[config.mk]
export PLATFORM = sky130hd
export DESIGN_NAME = serial_subtractor
export DESIGN_NICKNAME = d
export VERILOG_FILES = /design/src/rtl/serial_subtractor.sv
export SDC_FILE = /design/constraint.sdc
export NUM_CORES = 1
export LEC_CHECK = 0
export ABC_AREA = 1
export CAP_MARGIN = 10
export CELL_PAD_IN_SITES_DETAIL_PLACEMENT = 2
export CELL_PAD_IN_SITES_GLOBAL_PLACEMENT = 2
export CORE_AREA = 4 4 220 222
export CTS_CLUSTER_SIZE = 8
export DETAILED_ROUTE_END_ITERATION = 12
export DIE_AREA = 0 0 224 226
export GPL_TIMING_DRIVEN = 0
export PLACE_DENSITY = 0.64
export SETUP_SLACK_MARGIN = 0.2
export SYNTH_ARGS = -nofsm -noshare
export SYNTH_HDL_FRONTEND = slang
export SYNTH_SLANG_ARGS = --single-unit
export TNS_END_PERCENT = 5
[constraint.sdc]
create_clock -name clk -period 3.5 [get_ports clk]
set_clock_uncertainty 0.05 [all_clocks]
set_input_delay 0.7 -clock clk [delete_from_list [all_inputs] [get_ports clk]]
set_output_delay 0.7 -clock clk [all_outputs]
set_load 0.02 [all_outputs]
[src/rtl/serial_subtractor.sv]
// Bit-serial subtractor: computes a - b one bit per cycle, LSB first, through a
// single full-subtractor cell, with start/busy/done handshake and held flags.
module serial_subtractor #(
    parameter int unsigned WIDTH = 64
) (
    input  logic             clk,
    input  logic             rst_n,
    input  logic             start,
    input  logic [WIDTH-1:0] a,
    input  logic [WIDTH-1:0] b,
    output logic             busy,
    output logic             done,
    output logic [WIDTH-1:0] diff,
    output logic             borrow,
    output logic             overflow,
    output logic             zero
);

    localparam int unsigned CW = $clog2(WIDTH + 1);

    typedef enum logic [1:0] {
        IDLE  = 2'd0,
        SHIFT = 2'd1,
        DONE  = 2'd2
    } state_t;

    state_t           state_q, state_d;
    logic [WIDTH-1:0] sa_q, sa_d;
    logic [WIDTH-1:0] sb_q, sb_d;
    logic [WIDTH-1:0] res_q, res_d;
    logic [CW-1:0]    cnt_q, cnt_d;
    logic             bw_q, bw_d;
    logic             a_msb_q, a_msb_d;
    logic             b_msb_q, b_msb_d;
    logic             busy_q, busy_d;
    logic             done_q, done_d;
    logic [WIDTH-1:0] diff_q, diff_d;
    logic             borrow_q, borrow_d;
    logic             overflow_q, overflow_d;
    logic             zero_q, zero_d;
    logic             d_bit;
    logic             bw_next;

    // State and datapath registers
    always_ff @(posedge clk or negedge rst_n) begin
        if (!rst_n) begin
            state_q    <= IDLE;
            sa_q       <= '0;
            sb_q       <= '0;
            res_q      <= '0;
            cnt_q      <= '0;
            bw_q       <= 1'b0;
            a_msb_q    <= 1'b0;
            b_msb_q    <= 1'b0;
            busy_q     <= 1'b0;
            done_q     <= 1'b0;
            diff_q     <= '0;
            borrow_q   <= 1'b0;
            overflow_q <= 1'b0;
            zero_q     <= 1'b0;
        end else begin
            state_q    <= state_d;
            sa_q       <= sa_d;
            sb_q       <= sb_d;
            res_q      <= res_d;
            cnt_q      <= cnt_d;
            bw_q       <= bw_d;
            a_msb_q    <= a_msb_d;
            b_msb_q    <= b_msb_d;
            busy_q     <= busy_d;
            done_q     <= done_d;
            diff_q     <= diff_d;
            borrow_q   <= borrow_d;
            overflow_q <= overflow_d;
            zero_q     <= zero_d;
        end
    end

    // Next-state, full-subtractor cell and result capture
    always_comb begin
        state_d    = state_q;
        sa_d       = sa_q;
        sb_d       = sb_q;
        res_d      = res_q;
        cnt_d      = cnt_q;
        bw_d       = bw_q;
        a_msb_d    = a_msb_q;
        b_msb_d    = b_msb_q;
        diff_d     = diff_q;
        borrow_d   = borrow_q;
        overflow_d = overflow_q;
        zero_d     = zero_q;
        d_bit      = sa_q[0] ^ sb_q[0] ^ bw_q;
        bw_next    = (~sa_q[0] & sb_q[0]) | (~(sa_q[0] ^ sb_q[0]) & bw_q);

        case (state_q)
            IDLE: begin
                if (start) begin
                    state_d = SHIFT;
                    sa_d    = a;
                    sb_d    = b;
                    res_d   = '0;
                    cnt_d   = '0;
                    bw_d    = 1'b0;
                    a_msb_d = a[WIDTH-1];
                    b_msb_d = b[WIDTH-1];
                end
            end
            SHIFT: begin
                sa_d  = sa_q >> 1;
                sb_d  = sb_q >> 1;
                res_d = {d_bit, res_q[WIDTH-1:1]};
                cnt_d = cnt_q + CW'(1);
                bw_d  = bw_next;
                // Last bit: publish the completed result together with the flags
                if (cnt_q == CW'(WIDTH - 1)) begin
                    state_d    = DONE;
                    diff_d     = res_d;
                    borrow_d   = bw_next;
                    overflow_d = (a_msb_q != b_msb_q) && (d_bit != a_msb_q);
                    zero_d     = (res_d == '0);
                end
            end
            DONE: begin
                state_d = IDLE;
            end
            default: begin
                state_d = IDLE;
            end
        endcase

        busy_d = (state_d == SHIFT);
        done_d = (state_d == DONE);
    end

    assign busy     = busy_q;
    assign done     = done_q;
    assign diff     = diff_q;
    assign borrow   = borrow_q;
    assign overflow = overflow_q;
    assign zero     = zero_q;

endmodule
==> impl_metrics.csv <==
group,metric,value,unit
clock_network,path_clk_slew,50,ps
worst_setup_path,r2r-end,"sb_q[61]",
worst_hold_path,hp-class,"primary input to asynchronous set/reset pin",
placement,dp_hpwl,24800,µm
synthesis,synth_fp_nets,1268,
drt,detail_route.wl_per_cell,17.9,µm
clock_network,cts_hold_buf,0,
sta,hold_viol,0,
power_and_ir_drop,leakage,6.82,nW
synthesis,synth-seq-cells,272,
cells_and_area,drive_gt1_frac,0.106,
synthesis,synth.cell_area,11100,µm²
sta,slew_viol_final,0,
sta,fin_crit_sh,0.681,
drt,route.detailed.drc,0,
clock_network,clock-sinks,272,
drt,drt_iter0_markers,339,
power_and_ir_drop,seqPwrFrac,0.460,
drt,firstDrtPassIters,4,
global_route,grt_pass1_wl,56800,µm
job,maxCapViolations,0,
worst_setup_path,r2r_start,"state_q[0]",
clock_network,cts_setup_buffers,0,
placement,io_buffers,199,
cells_and_area,fin_nets,1511,
die,die_area,50600,µm²
drt,wirelength,35700,µm
cells_and_area,design_area,15000,µm²
sta,slew_headroom,0.521,
die,dieHeight,226,µm
power_and_ir_drop,total_power,0.00685,W
sta,setup_viol,0,
sta,tightest_slew,719,ps
status,outcome,"finished clean",
drt,avgViaCountPerCell,4.49,
worst_setup_path,cpMaxStageDelayCell,"clkdlybuf4s50_1",
worst_setup_path,crit_fanout,2,
clock_network,cts_root_buffer,"clkbuf_16",
sta,rsz0062_at_grt,"no",
worst_setup_path,path_cells,"clkdlybuf4s50_1",
power_and_ir_drop,pwr-share-comb,0.033,
die,num_rows,79,
synthesis,yosysSeqAreaShare,0.614,
clock_network,cts_tree,"done",
worst_setup_path,rr_worst_depth,6,
power_and_ir_drop,ir_drop,0.250,mV
worst_setup_path,path_buf_inv,1,
global_route,grt_pass1_vias,10273,
synthesis,netlist_instances,1135,
synthesis,yosysWarningCount,0,
cells_and_area,mostFrequentLayoutCells,"dfrtp_1 (272), nand2_1 (207), clkdlybuf4s50_1 (198)",
worst_setup_path,cp.arrival,1630,ps
die,io_pins,200,
synthesis,yosys.cell_types.count,26,
synthesis,postSynthAreaPerCell,9.77,µm²
sta,period_needed,2380,ps
global_route,antenna_found_initial,8,
power_and_ir_drop,swShare,0.219,
die,core_area,46400,µm²
die,die_x,224,µm
sta,holdWs,112,ps
drt,num_vias,8952,
worst_setup_path,r2r_setup_slack,1510,ps
clock_network,clk_path_buf_depth,3,
die,initial_utilization,0.239,
power_and_ir_drop,powerDensity,458,nW/µm²
sta,clock.fmax,420,MHz
global_route,grt.overflow.total,0,
clock_network,htree_levels,2,
global_route,grt_max_degree,107,
worst_setup_path,cpPeakStageDelay,730,ps
clock_network,numCtsBuffers,40,
drt,ant_nets,0,
worst_setup_path,worstSetupPathType,"flop to primary output",
clock_network,cts_resized,0,
global_route,track_usage,0.140,
power_and_ir_drop,pwr-share-clk,0.507,
worst_setup_path,crit_family,"buffers and inverters",
placement,placed_cell_area,13900,µm²
cells_and_area,syn2layout_area_growth,35.0,%
placement,globalplace.congestion,0.739,
worst_setup_path,worstPathRequired,2750,ps
worst_setup_path,cp-end-kind,"primary output",
power_and_ir_drop,p_sw,0.00150,W
clock_network,clock_latency,550,ps
power_and_ir_drop,p_int,0.00536,W
cells_and_area,utilization,0.323,
worst_setup_path,cp-start-kind,"flop",
cells_and_area,mostFrequentLayoutCell,"dfrtp_1",
## synth_stat cells
library cell | count | area [µm²]
dfrtp_1 | 272 | 6810
nand2_1 | 207 | 777
inv_1 | 166 | 623
o22ai_1 | 154 | 963
a21oi_1 | 91 | 455
o21ai_2 | 55 | 482
nand3_1 | 46 | 230
nor2_1 | 44 | 165
buf_2 | 27 | 135
clkbuf_1 | 22 | 82.6
buf_6 | 13 | 146
o21ai_1 | 9 | 45.0
o21ai_0 | 8 | 40.0
buf_1 | 7 | 26.3
inv_2 | 2 | 7.51
nor3_1 | 2 | 10.0
a22o_1 | 1 | 8.76
a22oi_1 | 1 | 7.51
clkbuf_2 | 1 | 5.00
clkinv_1 | 1 | 3.75
fa_1 | 1 | 20.0
ha_1 | 1 | 12.5
mux2i_1 | 1 | 10.0
nand4_2 | 1 | 12.5
nor2_2 | 1 | 6.26
xnor2_1 | 1 | 8.76
## stage by stage
step                      worst slack (ps)  TNS [ps]  cells
final                                 1120         0   1992
after global routing                  1080         0   1990
after floorplan                       1930         0   1135
after detailed placement               765         0   1943
after CTS                             1090         0   1990
after global placement              -11100  -3011610   1941
## worst max-delay path by stage
| stage | startpoint | endpoint | depth (start not counted) |
|---|---|---|---|
| 2_1_floorplan | start | sa_q[10] | 5 |
| 3_3_place_gp | rst_n | sb_q[45] | 1 |
| 3_5_place_dp | start | sb_q[15] | 7 |
| 4_1_cts | overflow | overflow | 1 |
| 5_1_grt | overflow | overflow | 1 |
| 6_report | overflow | overflow | 1 |
## worst reg2reg max path: cells and delay by family, from the launching register on
kind                   cells  cell delay, ps
AND/OR/NAND/NOR            2             480
flip-flops                 1             380
AO/OA/AOI/OAI              1             110
buffers and inverters      3             860
## final cells by class
type | instances | area [µm²]
Sequential cell | 272 | 6810
Antenna cell | 2 | 5.00
Inverter | 169 | 634
Timing Repair Buffer | 201 | 2050
Buffer | 70 | 395
Clock inverter | 3 | 25.0
Multi-Input combinational cell | 624 | 3250
Tap cell | 607 | 759
Fill cell | 5053 | 31400
Clock buffer | 44 | 1040
## power by group through the flow
stage	registers [W]	logic, W	clock network (W)
6_report	0.00315	0.000228	0.00348
4_1_cts	0.00315	0.000238	0.00365
5_1_grt	0.00315	0.000251	0.00377
2_1_floorplan	0.00320	0.00000433	0
3_5_place_dp	0.00320	0.000236	0
3_3_place_gp	0.00321	0.000227	0
## layer usage
layer | GRT usage | up-vias | share of wire | wire [µm]
met5 | 0 | - | 0.0023 | 82
met4 | 0.0372 | 14 | 0.016 | 580
met3 | 0.0385 | 55 | 0.052 | 1840
met2 | 0.238 | 155 | 0.49 | 17500
met1 | 0.178 | 4493 | 0.44 | 15700
li1 | - | 4235 | - | -
## kinds of logic after synthesis
kind of cell	count (synthesis)	share of synthesized area
simple gates	301	0.108
fa+ha+maj	2	0.00293
flops	272	0.614
compound gates	319	0.181
buf+inv	239	0.0928
xor+xnor	1	0.000790
mux	1	0.000903
## sequential cells by signal, summed over array words and instances (netlist names), 2 cells and up
signal	count
state_q	2
diff	64
sb_q	64
res_q	63
sa_q	64
cnt_q	7
Note: power is estimated with default switching activity, not from simulation.
